### src/rtl/serial_sub_pkg.sv
// Shared types and constants for the bit-serial subtractor.
package serial_sub_pkg;
   localparam int DEFAULT_WIDTH = 8;

   typedef enum logic [1:0] {
      IDLE  = 2'd0,
      SHIFT = 2'd1,
      DONE  = 2'd2
   } state_t;
endpackage

### src/rtl/serial_subtractor_fs_cell.sv
// One-bit full subtractor: difference and borrow-out from x - y - bin.
module fs_cell (
   input  logic x,
   input  logic y,
   input  logic bin,
   output logic d,
   output logic bo
);
   assign d  = x ^ y ^ bin;
   assign bo = (~x & y) | (~(x ^ y) & bin);
endmodule

### src/rtl/serial_subtractor.sv
// Bit-serial a-b, LSB first, one bit per clock; result and borrow held until the next completion.
// Define SERIAL_SUB_SAT_EN to clamp underflowing results to zero.
module serial_subtractor
   import serial_sub_pkg::*;
#(
   parameter int WIDTH = DEFAULT_WIDTH
) (
   input  logic             clk,
   input  logic             rst,
   input  logic             start,
   input  logic [WIDTH-1:0] a,
   input  logic [WIDTH-1:0] b,
   output logic             ready,
   output logic [WIDTH-1:0] diff,
   output logic             bout,
   output logic             done
);
   localparam int CW = $clog2(WIDTH) + 1;

   state_t           state_q, state_d;
   logic [CW-1:0]    cnt_q, cnt_d;
   logic [WIDTH-1:0] a_sh_q, a_sh_d;
   logic [WIDTH-1:0] b_sh_q, b_sh_d;
   logic [WIDTH-2:0] res_sh_q, res_sh_d;
   logic             borrow_q, borrow_d;
   logic [WIDTH-1:0] diff_q, diff_d;
   logic             bout_q, bout_d;

   logic             cell_d, cell_bo;
   logic [WIDTH-1:0] res_full;

   fs_cell u_fs_cell (
      .x   (a_sh_q[0]),
      .y   (b_sh_q[0]),
      .bin (borrow_q),
      .d   (cell_d),
      .bo  (cell_bo)
   );

   // The newest bit enters at the top; on the last bit this is the whole result.
   assign res_full = {cell_d, res_sh_q};

   always_comb begin
      state_d  = state_q;
      cnt_d    = cnt_q;
      a_sh_d   = a_sh_q;
      b_sh_d   = b_sh_q;
      res_sh_d = res_sh_q;
      borrow_d = borrow_q;
      diff_d   = diff_q;
      bout_d   = bout_q;
      unique case (state_q)
         IDLE, DONE: begin
            state_d = IDLE;
            if (start) begin
               state_d  = SHIFT;
               a_sh_d   = a;
               b_sh_d   = b;
               cnt_d    = '0;
               borrow_d = 1'b0;
            end
         end
         SHIFT: begin
            a_sh_d   = a_sh_q >> 1;
            b_sh_d   = b_sh_q >> 1;
            res_sh_d = res_full[WIDTH-1:1];
            borrow_d = cell_bo;
            cnt_d    = cnt_q + CW'(1);
            if (cnt_q == CW'(WIDTH - 1)) begin
               state_d = DONE;
               bout_d  = cell_bo;
`ifdef SERIAL_SUB_SAT_EN
               diff_d  = cell_bo ? '0 : res_full;
`else
               diff_d  = res_full;
`endif
            end
         end
         default: state_d = IDLE;
      endcase
   end

   always_ff @(posedge clk or posedge rst) begin
      if (rst) begin
         state_q  <= IDLE;
         cnt_q    <= '0;
         a_sh_q   <= '0;
         b_sh_q   <= '0;
         res_sh_q <= '0;
         borrow_q <= 1'b0;
         diff_q   <= '0;
         bout_q   <= 1'b0;
      end else begin
         state_q  <= state_d;
         cnt_q    <= cnt_d;
         a_sh_q   <= a_sh_d;
         b_sh_q   <= b_sh_d;
         res_sh_q <= res_sh_d;
         borrow_q <= borrow_d;
         diff_q   <= diff_d;
         bout_q   <= bout_d;
      end
   end

   assign ready = (state_q != SHIFT);
   assign done  = (state_q == DONE);
   assign diff  = diff_q;
   assign bout  = bout_q;
endmodule

### config.mk
export PLATFORM = sky130hd
export DESIGN_NAME = serial_subtractor
export DESIGN_NICKNAME = d
export VERILOG_FILES = /design/src/rtl/serial_sub_pkg.sv /design/src/rtl/serial_subtractor_fs_cell.sv /design/src/rtl/serial_subtractor.sv
export SDC_FILE = /design/constraint.sdc
export NUM_CORES = 1
export LEC_CHECK = 0
export ABC_CLOCK_PERIOD_IN_PS = 2000
export CAP_MARGIN = 20
export CELL_PAD_IN_SITES_DETAIL_PLACEMENT = 1
export CELL_PAD_IN_SITES_GLOBAL_PLACEMENT = 1
export CORE_MARGIN = 2
export CORE_UTILIZATION = 25
export CTS_CLUSTER_DIAMETER = 100
export DETAILED_ROUTE_END_ITERATION = 16
export PLACE_DENSITY = 0.52
export SYNTH_ARGS = -nofsm -noshare
export SYNTH_HDL_FRONTEND = slang
export SYNTH_SLANG_ARGS = --single-unit
### constraint.sdc
create_clock -name clk -period 2 [get_ports clk]
set_input_delay 0.4 -clock clk [delete_from_list [all_inputs] [get_ports clk]]
set_output_delay 0.4 -clock clk [all_outputs]
set_load 0.005 [all_outputs]
-- Yosys cells after proc, flatten, opt, wreduce, memory -nomap -nowiden
Cells that the tools add are included.
- register bits after elaboration: 39
- input port bits: 19
- output and inout port bits: 11
- logic and storage cells: 38
- $add $sub $neg: 1
- equal/unequal tests: 6
- multiplexer cells: 11
- bitwise gates (word level): 7
- reduce and logical (&&, ||, !) cells: 5
- operators with widths (cell ; count):
    8-bit one-hot mux with 2 select lines ; 2
    8-bit two-way mux ; 2
    4-bit one-hot mux with 2 select lines ; 1
    4-bit by 1-bit adder with 4-bit output, second input constant ; 1
    4-bit by 3-bit equality test with 1-bit output, second input constant ; 1
    4-bit two-way mux ; 1
    2-bit inequality test, second input constant ; 2
    2-bit one-hot mux with 2 select lines ; 1
    2-bit AND reduction ; 2
    1-bit bitwise AND ; 2
    2-bit by 1-bit equality test with 1-bit output, second input constant ; 1
    2-bit equality test, second input constant ; 1
    2-bit zero test ; 1
    1-bit two-way mux ; 2
    2-bit two-way mux ; 1
    2-bit by 1-bit inequality test with 1-bit output, second input constant ; 1
    1-bit inverter ; 2
    1-bit one-hot mux with 2 select lines ; 1
    2-bit nonzero test ; 1
    2-bit OR reduction ; 1
    1-bit bitwise XOR ; 2
    1-bit OR ; 1

-- Logic depth before layout (Yosys ltp)
- word-level depth: 5
- gate-level depth with buffers: 6
- mapped depth without buffers: 4

-- Hierarchy
From an unflattened synthesis, not the netlist that was laid out.
- cell total of the unflattened synthesis: 148
- area total of the unflattened synthesis: 1627.8 µm²
- modules (own cells, without submodules) (module ; times used ; cells an instance ; area an instance (µm²)):
    serial_subtractor ; 1 ; 144 ; 1596.5
    fs_cell ; 1 ; 4 ; 31.3

-- Least setup slack after synthesis
Ideal clock, no wire load.
- path kind: reg2reg
- start point: reg state_q[1]
- end point: reg diff_q[1], in the netlist diff[1]
- setup time: 0.125 ns
- data arrival time: 1.438 ns
- setup slack: 0.438 ns
- cell stages (with the launch flop): 6
- path buffers: 1
- clock period less this slack: 1.562 ns
- cell sequence: dfrtp_1 -> and2b_1 -> buf_6 -> inv_4 -> nor3_4 -> mux2_2
- longest elaborated chain between the ends: 2
- RTL lines (what ; RTL line ; RTL):
    start, declared ; serial_subtractor.sv:20 ; state_t state_q, state_d;
    start signal, assigned ; serial_subtractor.sv:94 ; state_q <= state_d;
    2-bit by 1-bit equality test with 1-bit output ; serial_subtractor.sv:52 ; unique case (state_q)
    2-bit AND reduction (no source line) ; -- ;
    end signal, assigned ; serial_subtractor.sv:100 ; diff_q <= diff_d;
    end, declared ; serial_subtractor.sv:26 ; logic [WIDTH-1:0] diff_q, diff_d;
No other way between the ends.
A chain may end at the register's enable or synchronous reset.

-- Worst setup path after layout
- start point: reg state_q[0]
- end point: out ready
- longest elaborated chain between the ends: 1
- RTL lines (what ; RTL line ; RTL):
    2-bit by 1-bit inequality test with 1-bit output ; serial_subtractor.sv:105 ; assign ready = (state_q != SHIFT);
    end, declared ; serial_subtractor.sv:13 ; output logic ready,
No other way between the ends.

==> results.md <==
- The detail route stage leaves a number of antenna-violating nets equal to 0.
- The initial utilization of the core area, before any placement, comes to 0.257.
- STA classifies the critical path startpoint as a flip-flop.
- The HPWL reported at the end of detailed placement is 2490 um.
- Power spread over the standard cell area amounts to 1490 nW/um2.
- The post-synth net total is 168.
- Input and output buffers added on the ports amount to 29.
- Counting every sink on the clock net gives 39.
- Synthesis handed over a netlist of 147 instances.
- The global route total overflow is 0.
- The count of non-filler cells in the finished layout is 260.
- The critical path capture point type is an output port.
- The boundary pin count is 30.
- In this design, the largest share of critical-path delay is due to buffers and inverters.
- The mean instance size in the synthesized netlist is 11.1 um2.
- The final-layout worst hold slack is 0.490 ns.
- The number of cells on the worst reg-to-reg path is 5.
- The pin slew with the least headroom to its limit is 0.530 ns.
- The initialized floorplan defines 29 standard-cell rows.
- In this run, post-CTS repair resized a total of 0 instances.
- The aggregate global-route resource usage is 0.112.
- Counting the buffers created by CTS gives 5.
- Buffers inserted to repair hold after CTS numbered 0.
- The buffers plus inverters on the worst setup path is 2.
- The critical path required time is 1.60 ns.
- Across all layers, the routed design uses 1,211 vias.
- The number of hold violations in the final report is 0.
- The H-tree depth reported by CTS is 2.
- The worst pin sits at a relative slew slack of 0.646.
- The maximum number of pins on one net before global-route repair is 40.
- Setup repair after global routing left no endpoint under its margin.
- Clock-pin slew was measured on the worst setup and hold paths at 0.08 ns.
- Dividing the detail-routed wire length by the instance count gives 14.3 um.
- The longest individual stage delay on the worst path is 0.50 ns.
- The cell depth of the worst setup path is 3.
- Dividing the final minimum period by the clock period gives 0.937.
- The final layout contains 203 nets.
- The number of global-route vias before repair came to 1,249.
- The global-route wire length before repair is 6330 um.
- The endpoint of the worst setup timing path is ready.
- Data arrives at the worst endpoint at 1.47 ns.
- The average via count per standard cell is 4.66.
- Summed over all layers, the routed wires come to 3720 um.
- The floorplan step set the die height to 84.6 um.
- The width of the die is 84.6 um.
- The worst register-to-register path begins at state_q[1].
- The slowest stage of the critical path is the sky130_fd_sc_hd__clkdlybuf4s50_1 cell.
- The number of antenna violations at the first check in global routing is 0.
- The largest fanout on the critical path is 4.
- The endpoint identified for the worst register-to-register timing path is diff[1].
- For the final routed database, the setup TNS stands at 0 ns.
- The number of detailed-route iterations in the first pass is 4.
- The worst-case IR drop observed on VDD is 0.619 mV.
- The share of the Yosys chip area taken by registers is 0.600.
- The reported leakage power is 0.972 nW.
- The TritonCTS clock tree is built.
- The critical setup path kind is reg -> out.
- For this block, the initial DRC count from the detailed router was 44.
- The maximum clock frequency is 534 MHz.
- Walking the worst path, the cells encountered are and2b_1 > inv_4 > clkdlybuf4s50_1.
- Clock skew on the completed layout was measured at 0.00652 ns.
- The number of instances in the placed design is 250.
- The area of the die is 7160 um2.
- For this run, the number of Yosys warnings is 0.
- At the end of routability-driven placement, the weighted congestion stood at 0.713.
- Synthesis inferred 39 register bits.
- In the final layout, the share of cells above drive strength 1 is 0.126.
- In this run the clock root is driven by a sky130_fd_sc_hd__clkbuf_8.
- The layout overhead on the synthesized area is 29.9%.
- The final routed DRC violation total is 0.
- The worst hold-check path type is reg -> reg.
- The worst path needs 1.87 ns of the cycle, external delays included.
- 0 antenna diodes ended up in the layout.
- The final-report max-slew violation count is 0.
- The tool flagged a number of max-cap violations equal to 0.
- The clock insertion delay at the later pin of the skew report is 0.28 ns.
- The number of distinct library cells after synthesis is 24.
- The maximum buffer depth of the clock tree is 2.
- The first element of the critical path is state_q[0].
- For flop-to-flop paths, the worst setup slack is 0.19 ns.
- The placeable core region is 6310 um2.
- The setup-violating endpoint count in the final report is 0.
- The area of the mapped netlist is 1630 um2.
- At the end of the flow the core is filled with cells to 0.335.
- The run finished with clean final reports.
metrics by stage:
step	setup slack, ns	power [mW]	area, um2
floorplan	0.438	2.15	1630
global placement	0.264	2.61	2020
detailed placement	0.272	2.66	2020
CTS	0.0256	3.19	2100
global route	0.0554	3.45	2110
finish	0.126	3.15	2110
worst register-to-register path, cell delays in order, from the launching register on:
cell	delay, ns
sky130_fd_sc_hd__dfrtp_1	0.38
sky130_fd_sc_hd__and2b_1	0.26
sky130_fd_sc_hd__inv_4	0.05
sky130_fd_sc_hd__buf_4	0.15
sky130_fd_sc_hd__nor3_4	0.46
sky130_fd_sc_hd__mux2_2	0.40
registers in the layout, indices dropped and copies added (netlist names):
signal / count
cnt_q: 4
bout: 1
b_sh_q: 8
diff: 8
res_sh_q: 7
borrow_q: 1
a_sh_q: 8
state_q: 2
timing repair:
| item | in CTS | in global routing |
|---|---|---|
| endpoints found under the hold margin | 0 | 0 |
| endpoints found under the setup margin | 0 | 1 |
| setup buffers | 0 | 2 |
layout by cell type, fill, tap and decap left out:
master / netlist / layout
sky130_fd_sc_hd__a221o_1: 1 / 1
sky130_fd_sc_hd__mux2_2: 7 / 7
sky130_fd_sc_hd__nor3_1: 1 / 1
sky130_fd_sc_hd__o21ai_0: 2 / 2
sky130_fd_sc_hd__mux2i_1: 3 / 3
sky130_fd_sc_hd__inv_4: 1 / 1
sky130_fd_sc_hd__a22oi_1: 13 / 13
sky130_fd_sc_hd__nor2b_1: 3 / 3
sky130_fd_sc_hd__nor2_1: 1 / 1
sky130_fd_sc_hd__clkbuf_8: 0 / 5
sky130_fd_sc_hd__ha_1: 1 / 1
sky130_fd_sc_hd__clkbuf_1: 8 / 2
sky130_fd_sc_hd__fa_1: 1 / 1
sky130_fd_sc_hd__nand3_1: 14 / 14
sky130_fd_sc_hd__dfrtp_1: 39 / 39
sky130_fd_sc_hd__nand2b_1: 1 / 1
sky130_fd_sc_hd__buf_4: 0 / 8
sky130_fd_sc_hd__clkdlybuf4s50_1: 0 / 29
sky130_fd_sc_hd__o2bb2ai_1: 1 / 1
sky130_fd_sc_hd__mux2_1: 1 / 1
sky130_fd_sc_hd__and2b_1: 1 / 1
sky130_fd_sc_hd__nand2_1: 37 / 37
sky130_fd_sc_hd__clkinv_2: 0 / 1
sky130_fd_sc_hd__nor3_4: 1 / 1
sky130_fd_sc_hd__nand4_1: 1 / 1
sky130_fd_sc_hd__a22o_1: 4 / 4
sky130_fd_sc_hd__inv_1: 4 / 4
cell families (layout without fill, tap and decap cells):
kind of cell,Yosys count,after routing,synth area share
simple gates,60,60,0.168
compound gates,21,21,0.0993
fa+ha+maj,2,2,0.0200
mux,11,11,0.0739
flops,39,39,0.600
buf+inv,14,50,0.0385
Yosys cell counts:
cell type	n	share of area
sky130_fd_sc_hd__clkbuf_1	8	0.018
sky130_fd_sc_hd__a221o_1	1	0.0062
sky130_fd_sc_hd__nor2b_1	3	0.012
sky130_fd_sc_hd__nor2_1	1	0.0023
sky130_fd_sc_hd__nor3_1	1	0.0031
sky130_fd_sc_hd__mux2_2	7	0.049
sky130_fd_sc_hd__o21ai_0	2	0.0062
sky130_fd_sc_hd__o2bb2ai_1	1	0.0054
sky130_fd_sc_hd__a22oi_1	13	0.060
sky130_fd_sc_hd__and2b_1	1	0.0046
sky130_fd_sc_hd__nand2_1	37	0.085
sky130_fd_sc_hd__mux2i_1	3	0.018
sky130_fd_sc_hd__a22o_1	4	0.022
sky130_fd_sc_hd__buf_6	1	0.0069
sky130_fd_sc_hd__nor3_4	1	0.010
sky130_fd_sc_hd__inv_1	4	0.0092
sky130_fd_sc_hd__ha_1	1	0.0077
sky130_fd_sc_hd__inv_4	1	0.0039
sky130_fd_sc_hd__mux2_1	1	0.0069
sky130_fd_sc_hd__nand4_1	1	0.0039
sky130_fd_sc_hd__nand3_1	14	0.043
sky130_fd_sc_hd__dfrtp_1	39	0.60
sky130_fd_sc_hd__fa_1	1	0.012
sky130_fd_sc_hd__nand2b_1	1	0.0039
report_power, final:
part / switching, mW / leakage (nW) / internal [mW]
logic: 0.628 / 0.444 / 0.646
clock network: 0.267 / 0.0422 / 0.245
registers: 0.215 / 0.486 / 1.15
how the worst min path moves through the flow:
stage                      startpoint          end  slack [ns]  depth (start not counted)
final                     res_sh_q[0]  res_sh_q[0]        0.49                          2
after global routing          diff[3]      diff[3]        0.53                          1
after CTS                 res_sh_q[0]  res_sh_q[0]        0.51                          2
after detailed placement  res_sh_q[0]  res_sh_q[0]        0.49                          2
after global placement    res_sh_q[0]  res_sh_q[0]        0.46                          2
after floorplan           res_sh_q[0]  res_sh_q[0]        0.44                          2
area by class of cell:
type / count / area (um2)
flip-flops and latches: 39 / 976
repair buffers: 37 / 350
inverters: 5 / 21.3
clock buffers: 7 / 76.3
multi-input cells: 94 / 587
well taps: 77 / 96.3
fillers: 719 / 4200
clock inverters: 1 / 5.00
per-layer routing:
metal / wire length (um) / vias to the layer above / global-route usage
met2: 1710 / 31 / 0.170
li1: - / 572 / -
met3: 166 / 5 / 0.0324
met1: 1800 / 603 / 0.155
met4: 35 / 0 / 0.0303
met5: 0 / - / 0
Note: power is estimated with default switching activity, not from simulation.
